## config.mk

```make
export PLATFORM = sky130hd
export DESIGN_NAME = fifo_access_arb_flat
export DESIGN_NICKNAME = d
export VERILOG_FILES = /design/src/rtl/fifo_access_arb_pkg.sv /design/src/rtl/fifo_access_arb_if.sv /design/src/rtl/fifo_access_arb_rr_pick3.sv /design/src/rtl/fifo_access_arb.sv /design/src/flat_wrapper.sv
export SDC_FILE = /design/constraint.sdc
export NUM_CORES = 1
export LEC_CHECK = 0
export CAP_MARGIN = 10
export CORE_MARGIN = 5
export CORE_UTILIZATION = 28
export CTS_BUF_LIST = sky130_fd_sc_hd__clkbuf_8 sky130_fd_sc_hd__clkbuf_16
export CTS_CLUSTER_SIZE = 16
export DETAILED_ROUTE_END_ITERATION = 7
export HOLD_SLACK_MARGIN = 0.05
export MAX_ROUTING_LAYER = met4
export SLEW_MARGIN = 5
export SYNTH_ARGS = -nofsm -noshare
export SYNTH_HDL_FRONTEND = slang
export SYNTH_SLANG_ARGS = --single-unit
```

## constraint.sdc

```tcl
create_clock -name clk -period 4.1 [get_ports clk]
set_input_delay 1.025 -clock clk [delete_from_list [all_inputs] [get_ports clk]]
set_output_delay 1.025 -clock clk [all_outputs]
set_load 0.01 [all_outputs]
```

## src/rtl/fifo_access_arb_pkg.sv

```systemverilog
// Shared types and defaults for the three-slot FIFO access arbiter.
// Slot order P0 -> P1 -> RD is also the round-robin order.
package fifo_arb_pkg;
    localparam int DEF_DATA_W = 16;
    localparam int DEF_DEPTH  = 64;

    typedef enum logic [1:0] {
        SLOT_P0 = 2'd0,
        SLOT_P1 = 2'd1,
        SLOT_RD = 2'd2
    } slot_t;

    // Pointer moves to the slot after the one just granted.
    function automatic slot_t next_slot(input logic [2:0] gnt);
        if (gnt[0])      return SLOT_P1;
        else if (gnt[1]) return SLOT_RD;
        else             return SLOT_P0;
    endfunction
endpackage

```

## src/rtl/fifo_access_arb_if.sv

```systemverilog
// Bundle of producer, consumer and FIFO-side signals for fifo_access_arb.
// slave = arbiter side, master = environment side.
interface fifo_access_arb_if
    import fifo_arb_pkg::*;
#(
    parameter int DATA_W = DEF_DATA_W,
    parameter int DEPTH  = DEF_DEPTH
);
    localparam int LW = $clog2(DEPTH) + 1;

    logic              req0, req1, rd_req;
    logic [DATA_W-1:0] data0, data1;
    logic              gnt0, gnt1, rd_gnt;
    logic              rd_valid;
    logic [DATA_W-1:0] rd_data;
    logic              fifo_push, fifo_pop;
    logic [DATA_W-1:0] fifo_datain, fifo_dataout;
    logic              fifo_almost_full, fifo_error;
    logic [LW-1:0]     level;
    logic              err_sticky;

    modport slave (
        input  req0, req1, rd_req, data0, data1, fifo_dataout, fifo_almost_full, fifo_error,
        output gnt0, gnt1, rd_gnt, rd_valid, rd_data, fifo_push, fifo_pop, fifo_datain,
               level, err_sticky
    );

    modport master (
        output req0, req1, rd_req, data0, data1, fifo_dataout, fifo_almost_full, fifo_error,
        input  gnt0, gnt1, rd_gnt, rd_valid, rd_data, fifo_push, fifo_pop, fifo_datain,
               level, err_sticky
    );
endinterface

```

## src/rtl/fifo_access_arb_rr_pick3.sv

```systemverilog
// Combinational 3-way round-robin picker: searches from ptr upward,
// returns a one-hot grant (or zero when no request is set).
module rr_pick3
    import fifo_arb_pkg::*;
(
    input  logic [2:0] req,
    input  slot_t      ptr,
    output logic [2:0] gnt
);
    always_comb begin
        gnt = 3'b000;
        case (ptr)
            SLOT_P0: begin
                if (req[0])      gnt = 3'b001;
                else if (req[1]) gnt = 3'b010;
                else if (req[2]) gnt = 3'b100;
            end
            SLOT_P1: begin
                if (req[1])      gnt = 3'b010;
                else if (req[2]) gnt = 3'b100;
                else if (req[0]) gnt = 3'b001;
            end
            default: begin
                if (req[2])      gnt = 3'b100;
                else if (req[0]) gnt = 3'b001;
                else if (req[1]) gnt = 3'b010;
            end
        endcase
    end
endmodule

```

## src/rtl/fifo_access_arb.sv

```systemverilog
// Round-robin arbiter granting two producers and one consumer access to a FIFO.
// Optional macro ARB_POP_PRIORITY_EN: pops win while the FIFO is almost full.
module fifo_access_arb
    import fifo_arb_pkg::*;
#(
    parameter int DATA_W = DEF_DATA_W,
    parameter int DEPTH  = DEF_DEPTH
) (
    input logic              clk,
    input logic              rst_n,
    fifo_access_arb_if.slave bus
);
    localparam int            LW      = $clog2(DEPTH) + 1;
    localparam logic [LW:0]   FULL_X  = (LW + 1)'(DEPTH);
    localparam logic [LW-1:0] LVL_MAX = LW'(DEPTH);

    slot_t             ptr;
    logic              armed;
    logic [LW:0]       lvl_eff;
    logic [2:0]        req_mask, pick, gnt_sel;
    logic [DATA_W-1:0] din_sel;

    // Occupancy as it will be once the op issued this cycle lands, so an
    // in-flight push/pop is never double-counted against the limits.
    assign lvl_eff = {1'b0, bus.level} + {{LW{1'b0}}, bus.fifo_push}
                   - {{LW{1'b0}}, bus.fifo_pop};

    assign req_mask[0] = armed & bus.req0   & ~bus.gnt0   & (lvl_eff < FULL_X);
    assign req_mask[1] = armed & bus.req1   & ~bus.gnt1   & (lvl_eff < FULL_X);
    assign req_mask[2] = armed & bus.rd_req & ~bus.rd_gnt & (lvl_eff != '0);

    rr_pick3 u_pick (
        .req (req_mask),
        .ptr (ptr),
        .gnt (pick)
    );

`ifdef ARB_POP_PRIORITY_EN
    assign gnt_sel = (bus.fifo_almost_full && req_mask[2]) ? 3'b100 : pick;
`else
    assign gnt_sel = pick;
`endif

    assign din_sel = gnt_sel[0] ? bus.data0 : (gnt_sel[1] ? bus.data1 : '0);

    always_ff @(posedge clk or negedge rst_n) begin
        if (!rst_n) begin
            armed           <= 1'b0;
            ptr             <= SLOT_P0;
            bus.gnt0        <= 1'b0;
            bus.gnt1        <= 1'b0;
            bus.rd_gnt      <= 1'b0;
            bus.fifo_push   <= 1'b0;
            bus.fifo_pop    <= 1'b0;
            bus.fifo_datain <= '0;
            bus.level       <= '0;
            bus.rd_valid    <= 1'b0;
            bus.rd_data     <= '0;
            bus.err_sticky  <= 1'b0;
        end else begin
            // One idle edge after reset release before arbitration opens.
            armed           <= 1'b1;
            bus.gnt0        <= gnt_sel[0];
            bus.gnt1        <= gnt_sel[1];
            bus.rd_gnt      <= gnt_sel[2];
            bus.fifo_push   <= gnt_sel[0] | gnt_sel[1];
            bus.fifo_pop    <= gnt_sel[2];
            bus.fifo_datain <= din_sel;
            if (|gnt_sel)
                ptr <= next_slot(gnt_sel);
            if (bus.fifo_push && bus.level != LVL_MAX)
                bus.level <= bus.level + LW'(1);
            else if (bus.fifo_pop && bus.level != '0)
                bus.level <= bus.level - LW'(1);
            bus.rd_valid <= bus.fifo_pop;
            if (bus.fifo_pop)
                bus.rd_data <= bus.fifo_dataout;
            if (bus.fifo_error)
                bus.err_sticky <= 1'b1;
        end
    end
endmodule

```

## src/flat_wrapper.sv

```systemverilog
// flat-port wrapper written by rule: the top's interface ports become plain ports
module fifo_access_arb_flat import fifo_arb_pkg::*;
#(
    parameter int DATA_W = DEF_DATA_W,
    parameter int DEPTH  = DEF_DEPTH
)
  (clk, rst_n, bus_req0, bus_req1, bus_rd_req, bus_data0, bus_data1, bus_fifo_dataout, bus_fifo_almost_full, bus_fifo_error, bus_gnt0, bus_gnt1, bus_rd_gnt, bus_rd_valid, bus_rd_data, bus_fifo_push, bus_fifo_pop, bus_fifo_datain, bus_level, bus_err_sticky);
  fifo_access_arb_if #(.DATA_W(DATA_W), .DEPTH(DEPTH)) bus_i ();
  input logic clk;
  input logic rst_n;
  input wire logic [$bits(bus_i.req0)-1:0] bus_req0;
  input wire logic [$bits(bus_i.req1)-1:0] bus_req1;
  input wire logic [$bits(bus_i.rd_req)-1:0] bus_rd_req;
  input wire logic [$bits(bus_i.data0)-1:0] bus_data0;
  input wire logic [$bits(bus_i.data1)-1:0] bus_data1;
  input wire logic [$bits(bus_i.fifo_dataout)-1:0] bus_fifo_dataout;
  input wire logic [$bits(bus_i.fifo_almost_full)-1:0] bus_fifo_almost_full;
  input wire logic [$bits(bus_i.fifo_error)-1:0] bus_fifo_error;
  output wire logic [$bits(bus_i.gnt0)-1:0] bus_gnt0;
  output wire logic [$bits(bus_i.gnt1)-1:0] bus_gnt1;
  output wire logic [$bits(bus_i.rd_gnt)-1:0] bus_rd_gnt;
  output wire logic [$bits(bus_i.rd_valid)-1:0] bus_rd_valid;
  output wire logic [$bits(bus_i.rd_data)-1:0] bus_rd_data;
  output wire logic [$bits(bus_i.fifo_push)-1:0] bus_fifo_push;
  output wire logic [$bits(bus_i.fifo_pop)-1:0] bus_fifo_pop;
  output wire logic [$bits(bus_i.fifo_datain)-1:0] bus_fifo_datain;
  output wire logic [$bits(bus_i.level)-1:0] bus_level;
  output wire logic [$bits(bus_i.err_sticky)-1:0] bus_err_sticky;
  assign bus_i.req0 = bus_req0;
  assign bus_i.req1 = bus_req1;
  assign bus_i.rd_req = bus_rd_req;
  assign bus_i.data0 = bus_data0;
  assign bus_i.data1 = bus_data1;
  assign bus_i.fifo_dataout = bus_fifo_dataout;
  assign bus_i.fifo_almost_full = bus_fifo_almost_full;
  assign bus_i.fifo_error = bus_fifo_error;
  assign bus_gnt0 = bus_i.gnt0;
  assign bus_gnt1 = bus_i.gnt1;
  assign bus_rd_gnt = bus_i.rd_gnt;
  assign bus_rd_valid = bus_i.rd_valid;
  assign bus_rd_data = bus_i.rd_data;
  assign bus_fifo_push = bus_i.fifo_push;
  assign bus_fifo_pop = bus_i.fifo_pop;
  assign bus_fifo_datain = bus_i.fifo_datain;
  assign bus_level = bus_i.level;
  assign bus_err_sticky = bus_i.err_sticky;
  fifo_access_arb #(.DATA_W(DATA_W), .DEPTH(DEPTH)) u_core (.clk(clk), .rst_n(rst_n), .bus(bus_i));
endmodule
```

# Word level (Yosys, flattened, before mapping)
# Index checks and enable logic that the tools add are counted.
# word_totals
elab_cells,54
ff_bits,48
# classes
magnitude_cmp,1
bitwise,13
n_addsub,4
n_mux,16
n_eq_ne,2
reduce_logical,7
# op_table
cell,count
$mux W16,2
$mux W3,7
$mux W7,2
$and A1 B1 Y1,9
$add A7 B1 Y8,1
$lt A8 B7 Y1 const B,1
$reduce_bool A8 Y1,1
$sub A8 B1 Y8,1
$add A7 B1 Y7 const B,1
$ne A7 B7 Y1 const B,1
$reduce_bool A7 Y1,1
$sub A7 B1 Y7 const B,1
$mux W2,3
$pmux W3 S2,1
$not A1 Y1,3
$reduce_or A3 Y1,1
$eq A2 B1 Y1 const B,1
$logic_and A1 B1 Y1,2
$logic_not A2 Y1,1
$reduce_bool A2 Y1,1
$mux W1,1
$or A1 B1 Y1,1

# Longest topological paths before layout
# Gate-level depths: netlist (run 1).
# depth
depth_word,10
depth_mapped,13

# Cells and area by module
# A second synthesis (run 1) with hierarchy kept.
# unflattened
cells_unflattened,204
area_unflattened_um2,2428.6
# modules_own_cells
mod,n_inst,area_each_um2,cells_per_inst,seq_area_each_um2
fifo_access_arb,1,2369.8,194,1201.2
rr_pick3,1,58.8,10,0.0

# Worst setup path after synthesis (run 1)
# No wires, ideal clock.
# synth_timing
kind,register -> register
startpoint,register u_core.bus.fifo_push
endpoint,register u_core.bus.fifo_datain[10]
path_buffers,1
t_arrival_ns,2.941
stages_incl_launch_ff,14
t_required_ns,4.035
period_less_slack_ns,3.006
setup_slack_ns,1.094
cell_sequence,dfrtp_1 > inv_1 > ha_1 > inv_1 > ha_1 > inv_1 > fa_1 > nor2b_1 > o211ai_1 > a311oi_2 > o211ai_1 > a311oi_4 > buf_6 > a22o_1
# synth_via
word_cells_on_any_way,18
classes_between,add/sub (2); order compare (1); mux (11); bitwise (3); reduce/logical (1)
# synth_lines
item,line_no,text
start: declaration,fifo_access_arb_if.sv:24,"output gnt0, gnt1, rd_gnt, rd_valid, rd_data, fifo_push, fifo_pop, fifo_datain,"
start signal: assignment,fifo_access_arb.sv:66,bus.fifo_push <= gnt_sel[0] | gnt_sel[1];
$add A7 B1 Y8 *,fifo_access_arb.sv:25,"assign lvl_eff = {1'b0, bus.level} + {{LW{1'b0}}, bus.fifo_push}"
$sub A8 B1 Y8 *,fifo_access_arb.sv:26,"- {{LW{1'b0}}, bus.fifo_pop};"
$lt A8 B7 Y1,"fifo_access_arb.sv:28, fifo_access_arb.sv:29",
$and A1 B1 Y1,fifo_access_arb.sv:28,assign req_mask[0] = armed & bus.req0 & ~bus.gnt0 & (lvl_eff < FULL_X);
$mux W1,fifo_access_arb_rr_pick3.sv:21,else if (req[0]) gnt = 3'b001;
$mux W3,fifo_access_arb_rr_pick3.sv:20,else if (req[2]) gnt = 3'b100;
$mux W3,fifo_access_arb_rr_pick3.sv:19,if (req[1]) gnt = 3'b010;
$pmux W3 S2 *,fifo_access_arb_rr_pick3.sv:12,case (ptr)
via u_core.gnt_sel[0],fifo_access_arb.sv:20,"logic [2:0] req_mask, pick, gnt_sel;"
$mux W16 *,fifo_access_arb.sv:44,assign din_sel = gnt_sel[0] ? bus.data0 : (gnt_sel[1] ? bus.data1 : '0);
via u_core.din_sel[10],fifo_access_arb.sv:21,logic [DATA_W-1:0] din_sel;
end signal: assignment,fifo_access_arb.sv:68,bus.fifo_datain <= din_sel;
end: declaration,fifo_access_arb_if.sv:24,
# The timed path passes the listed nets; every way through them passes the cells marked *.
# A chain may end at the register's enable or synchronous reset.

# Final worst setup path (run 1)
# layout_timing
startpoint,register u_core.bus.fifo_push
endpoint,register u_core.bus.fifo_datain[11]
# layout_via
elab_chain_len,10
word_cells_on_any_way,18
classes_between,add/sub (2); order compare (1); mux (11); bitwise (3); reduce/logical (1)
# layout_rtl
item,line_no,text
$add A7 B1 Y8 *,fifo_access_arb.sv:25,
$sub A8 B1 Y8 *,fifo_access_arb.sv:26,
$lt A8 B7 Y1,"fifo_access_arb.sv:28, fifo_access_arb.sv:29",
$and A1 B1 Y1,fifo_access_arb.sv:29,assign req_mask[1] = armed & bus.req1 & ~bus.gnt1 & (lvl_eff < FULL_X);
$mux W2,fifo_access_arb_rr_pick3.sv:26,else if (req[1]) gnt = 3'b010;
$mux W3,fifo_access_arb_rr_pick3.sv:25,else if (req[0]) gnt = 3'b001;
$mux W3,fifo_access_arb_rr_pick3.sv:24,if (req[2]) gnt = 3'b100;
$pmux W3 S2 *,fifo_access_arb_rr_pick3.sv:12,
$mux W16,fifo_access_arb.sv:44,
$mux W16 *,fifo_access_arb.sv:44,
via u_core.din_sel[11],fifo_access_arb.sv:21,
# Marked as above.

==> summary.txt, run 1 <==
Area contributors post-synth -> dfrtp_1, mux2_2, ha_1, a22o_1, inv_1
CP Max Fanout -> 18
worst slack at placement -> 0.860 ns
critical path endpoint category -> flip-flop
Multi-input gate area -> 1310 µm²
top cells by count, synth -> dfrtp_1, mux2_2, a22o_1, inv_1
clk sink count -> 48
Setup-failing EPs final -> 0
Hold Slack -> 0.472 ns
vias in the first global route -> 2234
outcome -> finished, final reports clean
top cell type's share of synthesized area -> 0.460
vias per cell -> 4.82
FMAX -> 0.307 GHz
Worst Tran Pin Value -> 0.819 ns
worst vdd ir -> 0.230 mV
Clock Skews -> 0.00943 ns
final hold vios -> 0
Tcrit/Tclk final -> 0.794
H-tree levels -> 2
Unique masters post-synth -> 54
GR Util All Layers -> 0.119
routed via count -> 2150
grt total ovfl -> 0
GRT Max-Usage Layer -> met2
ys async rst share -> 1.00
kind of critical path -> flip-flop to flip-flop
largest net degree at the start of global routing -> 38
die width -> 107 µm
reg2reg setup slack -> 0.84 ns
DP HPWL -> 5.10 mm
ant diodes -> 0
Worst-path clk slew -> 0.09 ns
GR Util met1 -> 0.145
synthesized flop and latch total -> 48
total core area -> 9150 µm²
met3 usage -> 0.0409
crit path setup slack, layout -> 0.844 ns
die area -> 11400 µm²
fin crit period -> 3.26 ns
initial antenna violation count -> 0
normalized max-slew margin -> 0.454
CTS resizes -> 0
DR iter-0 viols -> 83
# DRC -> 0
num ports -> 101
Post-Syn Nets -> 303
CTS tree -> done
Syn-to-layout area delta -> 46.0%
Synth area leader -> dfrtp_1
wire per inst -> 14.4 µm
Hold Crit Class -> flip-flop to flip-flop
power per cell area -> 746 nW/µm²
PortBufs -> 99
fill count -> 921
Initial Util -> 0.286
Total Nets Final -> 407
Placer Congestion -> 0.766
Clk Latency, worst-skew pair -> 0.30 ns
CTS hold repair buffers -> 0
Pleak -> 0.00162 µW
first-pass GRT wire length -> 10.6 mm
Die Y-Extent -> 107 µm
Post-synth EDFFs -> 0
Slew Limit Fails -> 0
layout cells sized above 1 -> 0.125
Final ANT Viol Nets -> 0
Setup TNS -> 0 ns
Crit path required time -> 4.34 ns
syn avg cell area -> 11.3 µm²
max_cap viols -> 0
Post-CTS Setup Bufs -> 0
Worst EP arrival -> 3.49 ns
Top FF cell, synth -> dfrtp_1
FP Rows -> 35
Post-Synthesis Cells -> 231
synth warn -> 0
top-count cell post-synth -> dfrtp_1
met2 track demand over resource -> 0.192
worst-case clock buffer depth -> 2
total wire length -> 6.42 mm
total CTS buffers -> 5
sequential-to-total area share from yosys stat -> 0.460
Register Area -> 1200 µm²
Detailed Routing Iterations Pass 1 -> 4
Clock Root Buffer -> clkbuf_8
crit path launch type -> flip-flop
Post-Syn Area -> 2610 µm²
RSZ-0062 raised after global routing -> no
-- final timing paths --
kind	start	endpoint	cells after the start
max in group asynchronous	rst_n	u_core.bus.err_sticky$_DFFE_PN0P_	2
max reg2reg	u_core.bus.fifo_push$_DFF_PN0_	u_core.bus.fifo_datain[11]$_DFF_PN0_	13
min	u_core.bus.err_sticky$_DFFE_PN0P_	u_core.bus.err_sticky$_DFFE_PN0P_	1
min reg2reg	u_core.bus.err_sticky$_DFFE_PN0P_	u_core.bus.err_sticky$_DFFE_PN0P_	1
min in group asynchronous	rst_n	u_core.bus.rd_data[1]$_DFFE_PN0P_	1
max	u_core.bus.fifo_push$_DFF_PN0_	u_core.bus.fifo_datain[11]$_DFF_PN0_	13
-- routing by layer --
layer	share of wire	vias up
met5	0	-
met4	0.0078	0
met3	0.083	4
met2	0.47	87
met1	0.44	998
li1	-	1061
-- cells by family after synthesis --
| logic type | count (synthesis) | share of synthesized area |
|---|---|---|
| other cells | 1 | 0.00143 |
| compound gates | 66 | 0.205 |
| flops | 48 | 0.460 |
| buf+inv | 22 | 0.0402 |
| simple gates | 53 | 0.110 |
| mux | 18 | 0.0771 |
| xor+xnor | 6 | 0.0201 |
| fa+ha+maj | 17 | 0.0871 |
-- registers in the layout, summed over array words and instances (netlist names), 2 cells and up --
register,flops
u_core.bus.level,7
u_core.bus.fifo_datain,16
u_core.bus.rd_data,16
u_core.ptr,2
-- report_power, final --
part           internal (µW)  switching, µW
clock network            135            155
logic                    900            879
registers                656            121
total                   1690           1150
-- layout make-up --
class	instances	area share
Multi-Input combinational cell	161	0.343
Sequential cell	48	0.315
Timing Repair Buffer	103	0.266
Tap cell	111	0.0364
Clock buffer	6	0.0216
Inverter	16	0.0157
Clock inverter	1	0.00230
-- cells in the final DEF (no fill, tap or decap), types with 6 or more instances in the layout --
cell	synthesis	layout
inv_1	16	16
clkbuf_8	1	6
nand2_1	15	15
a21oi_1	9	9
ha_1	15	15
a22o_1	16	16
o21ai_0	8	8
mux2_2	17	17
clkdlybuf4s50_1	0	98
dfrtp_1	48	48
nor2_1	11	11
-- stage by stage --
step	power (µW)	cells	util	instance area [µm²]
after detailed placement	2570	439	0.407	3720
after global routing	3100	446	0.417	3810
after global placement	2530	439	0.407	3720
after floorplan	1930	231	-	2610
final	2840	446	0.417	3810
after CTS	2880	446	0.417	3810
-- worst max-delay path: stages, from the launching register on --
cell and delay [ns]:
dfrtp_1 0.44, inv_1 0.09, ha_1 0.30, inv_1 0.06
ha_1 0.17, inv_1 0.06, fa_1 0.40, nor2b_1 0.25
o211ai_1 0.16, a311oi_2 0.34, o211ai_1 0.20, a311oi_4 0.29
buf_4 0.26, a22o_1 0.16
Note: power is estimated with default switching activity, not from simulation.
==> run 2, diff against run 1 <==
==> constraint.sdc (replaced) <==
create_clock -name clk -period 3.25 [get_ports clk]
set_input_delay 0.8125 -clock clk [delete_from_list [all_inputs] [get_ports clk]]
set_output_delay 0.8125 -clock clk [all_outputs]
set_load 0.01 [all_outputs]
==> summary.txt, run 2 (synthesized netlist as in run 1, its figures left out) <==
routed via count -> 2207 (+2.7%)
CP Max Fanout -> 6 (-12)
biggest regs -> u_core.bus.fifo_datain x16, u_core.bus.rd_data x16, u_core.bus.level x7
first-pass GRT wire length -> 10.8 mm (+1.7%)
vias in the first global route -> 2303 (+3.1%)
FMAX -> 0.332 GHz (+8.2%)
ant diodes -> 0 (unchanged)
max_cap viols -> 0 (unchanged)
Initial Util -> 0.286 (unchanged)
power per cell area -> 966 nW/µm² (+30%)
DR iter-0 viols -> 75 (-9.6%)
final core occ -> 0.431 (+0.0138)
Worst EP arrival -> 3.20 ns (-0.29 ns)
R2R depth -> 12 (-1)
Power, Total -> 3810 µW (+34%)
most common cell after layout, fill and taps aside -> clkdlybuf4s50_1
worst-case clock buffer depth -> 2 (unchanged)
layout cells sized above 1 -> 0.161 (+0.0354)
clk sink count -> 48 (unchanged)
vias per cell -> 4.87 (+1.1%)
total core area -> 9150 µm² (unchanged)
grt total ovfl -> 0 (unchanged)
total CTS buffers -> 5 (unchanged)
GR Util All Layers -> 0.120 (+0.000903)
Worst-path clk slew -> 0.09 ns (about the same)
Final ANT Viol Nets -> 0 (unchanged)
die width -> 107 µm (unchanged)
Setup-failing EPs final -> 0 (unchanged)
Hold EP -> u_core.bus.err_sticky$_DFFE_PN0P_
Tcrit/Tclk final -> 0.926 (+0.132)
Total Nets Final -> 413 (+1.5%)
outcome -> finished, final reports clean
kind of critical path -> flip-flop to flip-flop
Clock Skews -> 0.00472 ns (-0.00471 ns)
CTS tree -> done
fill count -> 886 (-3.8%)
initial antenna violation count -> 0 (unchanged)
normalized max-slew margin -> 0.534 (+0.0800)
wire per inst -> 14.3 µm (-0.81%)
largest net degree at the start of global routing -> 29 (-24%)
critical path endpoint category -> flip-flop
most frequent cells in the layout -> clkdlybuf4s50_1, dfrtp_1, mux2_2, inv_1, a22o_1
Die Y-Extent -> 107 µm (unchanged)
Worst Tran Pin Value -> 0.699 ns (-0.120 ns)
Hold Crit Class -> flip-flop to flip-flop
Placer Congestion -> 0.762 (-0.57%)
PortBufs -> 99 (unchanged)
Slew Limit Fails -> 0 (unchanged)
crit path launch type -> flip-flop
Reg2Reg Capture Point -> u_core.bus.level[6]$_DFFE_PN0P_
total wire length -> 6.47 mm (+0.75%)
die area -> 11400 µm² (unchanged)
Clock Root Buffer -> clkbuf_8
Syn-to-layout area delta -> 50.8%
DP HPWL -> 5.10 mm (about the same)
fin crit period -> 3.01 ns (-0.247 ns)
RSZ-0062 raised after global routing -> no
hold path start -> u_core.bus.err_sticky$_DFFE_PN0P_
# DRC -> 0 (unchanged)
final hold vios -> 0 (unchanged)
Crit path required time -> 3.44 ns (-0.90 ns)
FP Rows -> 35 (unchanged)
worst reg2reg startpoint -> u_core.bus.level[4]$_DFFE_PN0P_
WHS Path Cells -> 1 (unchanged)
Clk Latency, worst-skew pair -> 0.30 ns (about the same)
worst vdd ir -> 0.278 mV (+21%)
reg2reg setup slack -> 0.24 ns (-0.60 ns)
Pleak -> 0.00168 µW (+3.3%)
num ports -> 101 (unchanged)
Detailed Routing Iterations Pass 1 -> 4 (unchanged)
H-tree levels -> 2 (unchanged)
==> run 2: layer usage <==
layer,vias to the layer above,global-route usage,share of wire
li1,1072,-,-
met1,1055,0.146,0.46
met2,73,0.193,0.46
met3,7,0.0397,0.073
met4,0,0.0301,0.011
met5,-,-,0
==> run 2: timing repair <==
| action | 4_1_cts | 5_1_grt |
|---|---|---|
| hold endpoints to repair | 0 | 0 |
| setup buffers | 0 | 1 |
| setup endpoints to repair | 1 | 19 |
| pin swaps | 0 | 2 |
| resized for setup | 1 | 6 |
| hold buffers | 0 | 0 |
==> run 2: where the power goes <==
group	internal, µW	switching, µW
sequential	828	144
clock	252	202
combinational	1240	1140
==> run 2: final cells by class <==
class	count	area, µm²	area share
clock buffer	6	82.6	0.0210
clock inverter	2	38.8	0.00984
inverter	16	60.1	0.0152
multi-input combinational	161	1330	0.338
sequential	48	1200	0.305
tap	111	139	0.0352
timing repair buffer	109	1090	0.276
==> run 2: stage by stage <==
| stage | worst slack [ns] | cells | hold slack, ns | setup TNS (ns) | cell area, µm² |
|---|---|---|---|---|---|
| after floorplan | 0.244 | 231 | 0.499 | 0 | 2610 |
| after global placement | 0.133 | 444 | 0.454 | 0 | 3790 |
| after detailed placement | -0.0151 | 444 | 0.454 | -0.0151 | 3790 |
| after CTS | 0.0860 | 452 | 0.476 | 0 | 3910 |
| after global routing | 0.00912 | 453 | 0.514 | 0 | 3940 |
| final | 0.241 | 453 | 0.473 | 0 | 3940 |
==> run 2: worst max-delay path by stage <==
stage	start	to	slack [ns]	depth (start not counted)
floorplan	u_core.bus.fifo_push$_DFF_PN0_	u_core.bus.fifo_datain[10]$_DFF_PN0_	0.24	13
global placement	u_core.bus.fifo_push$_DFF_PN0_	u_core.bus.fifo_datain[11]$_DFF_PN0_	0.13	13
detailed placement	u_core.bus.level[4]$_DFFE_PN0P_	u_core.bus.level[6]$_DFFE_PN0P_	-0.02	12
CTS	u_core.bus.level[4]$_DFFE_PN0P_	u_core.bus.level[6]$_DFFE_PN0P_	0.09	12
global route	u_core.bus.fifo_push$_DFF_PN0_	u_core.bus.fifo_datain[3]$_DFF_PN0_	0.009	14
finish	u_core.bus.level[4]$_DFFE_PN0P_	u_core.bus.level[6]$_DFFE_PN0P_	0.24	12
==> run 2: critical path, cell delays in order (launching register included) <==
cell	delay (ns)
dfrtp_1	0.43
inv_1	0.12
ha_1	0.18
nor4bb_4	0.34
nand2_1	0.13
nand2_2	0.16
ha_1	0.28
a21o_1	0.19
a21oi_1	0.22
o21ai_0	0.24
nor3b_1	0.32
a31oi_1	0.08
o211a_1	0.22
==> run 3, diff against run 2 <==
--- a/config.mk
+++ b/config.mk
@@ -17,3 +17,4 @@
 export SYNTH_ARGS = -nofsm -noshare
 export SYNTH_HDL_FRONTEND = slang
 export SYNTH_SLANG_ARGS = --single-unit
+export TNS_END_PERCENT = 1
==> summary.txt, run 3 (synthesized netlist as in run 1, its figures left out) <==
outcome -> finished, final reports clean
final hold vios -> 0 (unchanged)
post-route insts no fill -> 453 (unchanged)
first-pass GRT wire length -> 10.8 mm (unchanged)
routed via count -> 2199 (-0.36%)
WHS Path Cells -> 1 (unchanged)
biggest regs -> u_core.bus.fifo_datain x16, u_core.bus.rd_data x16, u_core.bus.level x7
Clock Skews -> 0.00601 ns (+0.00129 ns)
H-tree levels -> 2 (unchanged)
most common cell after layout, fill and taps aside -> clkdlybuf4s50_1
Worst-path clk slew -> 0.09 ns (about the same)
Hold Crit Class -> flip-flop to flip-flop
Pleak -> 0.00168 µW (unchanged)
Setup TNS -> 0 ns (unchanged)
hold path start -> u_core.bus.err_sticky$_DFFE_PN0P_
FP Rows -> 35 (unchanged)
worst-case clock buffer depth -> 2 (unchanged)
FMAX -> 0.332 GHz (about the same)
wire per inst -> 14.3 µm (unchanged)
worst vdd ir -> 0.280 mV (+0.50%)
initial antenna violation count -> 0 (unchanged)
total CTS buffers -> 5 (unchanged)
most frequent cells in the layout -> clkdlybuf4s50_1, dfrtp_1, mux2_2, inv_1, a22o_1
total core area -> 9150 µm² (unchanged)
Placed Cells -> 444 (unchanged)
die area -> 11400 µm² (unchanged)
critical path endpoint category -> flip-flop
CTS tree -> done
Reg2Reg Capture Point -> u_core.bus.level[6]$_DFFE_PN0P_
crit path launch type -> flip-flop
fin crit period -> 3.01 ns (-0.000654 ns)
GR Util All Layers -> 0.120 (unchanged)
# DRC -> 0 (unchanged)
RSZ-0062 raised after global routing -> no
Initial Util -> 0.286 (unchanged)
DP HPWL -> 5.10 mm (unchanged)
Die Y-Extent -> 107 µm (unchanged)
PortBufs -> 99 (unchanged)
kind of critical path -> flip-flop to flip-flop
R2R depth -> 12 (unchanged)
Setup-failing EPs final -> 0 (unchanged)
Worst Tran Pin Value -> 0.699 ns (+0.00000781 ns)
Total Nets Final -> 413 (unchanged)
clk sink count -> 48 (unchanged)
Power, Total -> 3810 µW (about the same)
ant diodes -> 0 (unchanged)
Slew Limit Fails -> 0 (unchanged)
Setup crit start -> u_core.bus.level[4]$_DFFE_PN0P_
Detailed Routing Iterations Pass 1 -> 4 (unchanged)
Final ANT Viol Nets -> 0 (unchanged)
Hold Slack -> 0.473 ns (+0.000343 ns)
grt total ovfl -> 0 (unchanged)
vias per cell -> 4.85 (-0.36%)
normalized max-slew margin -> 0.534 (about the same)
Worst EP arrival -> 3.20 ns (about the same)
Placer Congestion -> 0.762 (unchanged)
reg2reg setup slack -> 0.24 ns (about the same)
largest net degree at the start of global routing -> 29 (unchanged)
worst reg2reg startpoint -> u_core.bus.level[4]$_DFFE_PN0P_
max_cap viols -> 0 (unchanged)
total wire length -> 6.47 mm (unchanged)
num ports -> 101 (unchanged)
CP Max Fanout -> 6 (unchanged)
Hold EP -> u_core.bus.err_sticky$_DFFE_PN0P_
vias in the first global route -> 2303 (unchanged)
layout cells sized above 1 -> 0.161 (unchanged)
CTS hold repair buffers -> 0 (unchanged)
Clock Root Buffer -> clkbuf_8
Crit path required time -> 3.44 ns (about the same)
Tcrit/Tclk final -> 0.926 (about the same)
power per cell area -> 966 nW/µm² (about the same)
DR iter-0 viols -> 79 (+5.3%)
die width -> 107 µm (unchanged)
Clk Latency, worst-skew pair -> 0.30 ns (about the same)
Syn-to-layout area delta -> 50.8% (unchanged)
run 3: cell counts in the layout (fill, tap and decap cells not counted):
No cell type changed its count.
run 3: how the worst max path moves through the flow:
stage | depth (start not counted) | endpoint | slack, ns
detailed placement | 12 | u_core.bus.level[6]$_DFFE_PN0P_ | -0.02
finish | 12 | u_core.bus.level[6]$_DFFE_PN0P_ | 0.24
global route | 14 | u_core.bus.fifo_datain[3]$_DFF_PN0_ | 0.009
global placement | 13 | u_core.bus.fifo_datain[11]$_DFF_PN0_ | 0.13
CTS | 12 | u_core.bus.level[6]$_DFFE_PN0P_ | 0.09
floorplan | 13 | u_core.bus.fifo_datain[10]$_DFF_PN0_ | 0.24
run 3: per-layer routing:
metal  part of all wire  vias up  GRT usage
li1                   -     1073          -
met1               0.45     1043      0.146
met2               0.46       76      0.193
met3              0.073        7     0.0397
met4              0.011        0     0.0301
met5                  0        -          -
run 3: power breakdown:
group / internal [µW] / switching, µW / leakage (µW) / total, µW
registers: 828 / 143 / 0.000604 / 971
logic: 1240 / 1140 / 0.00101 / 2380
clock network: 252 / 203 / 0.0000614 / 454
total: 2320 / 1480 / 0.00168 / 3810
run 3: per-stage QoR:
stage | setup slack (ns) | util | cell area (µm²)
5_1_grt | 0.00912 | 0.431 | 3940
3_3_place_gp | 0.133 | 0.414 | 3790
6_report | 0.242 | 0.431 | 3940
2_1_floorplan | 0.244 | - | 2610
4_1_cts | 0.0860 | 0.428 | 3910
3_5_place_dp | -0.0151 | 0.414 | 3790
run 3: critical path: stages, from the launching register on:
cell and delay, ns:
dfrtp_1 0.43, inv_1 0.12, ha_1 0.18, nor4bb_4 0.34
nand2_1 0.13, nand2_2 0.16, ha_1 0.28, a21o_1 0.19
a21oi_1 0.22, o21ai_0 0.23, nor3b_1 0.32, a31oi_1 0.08
o211a_1 0.22
run 3: cell type report:
| cell class | instances | area, µm² |
|---|---|---|
| fillers | 886 | 5210 |
| repair buffers | 109 | 1090 |
| inverters | 16 | 60.1 |
| clock buffers | 6 | 82.6 |
| multi-input cells | 161 | 1330 |
| well taps | 111 | 139 |
| clock inverters | 2 | 38.8 |
| flip-flops and latches | 48 | 1200 |
run 3: timing repair:
action                                  CTS  global route
pin swaps                                 0             2
gates resized for setup                   1             6
setup buffers                             0             1
endpoints found under the setup margin    1            19
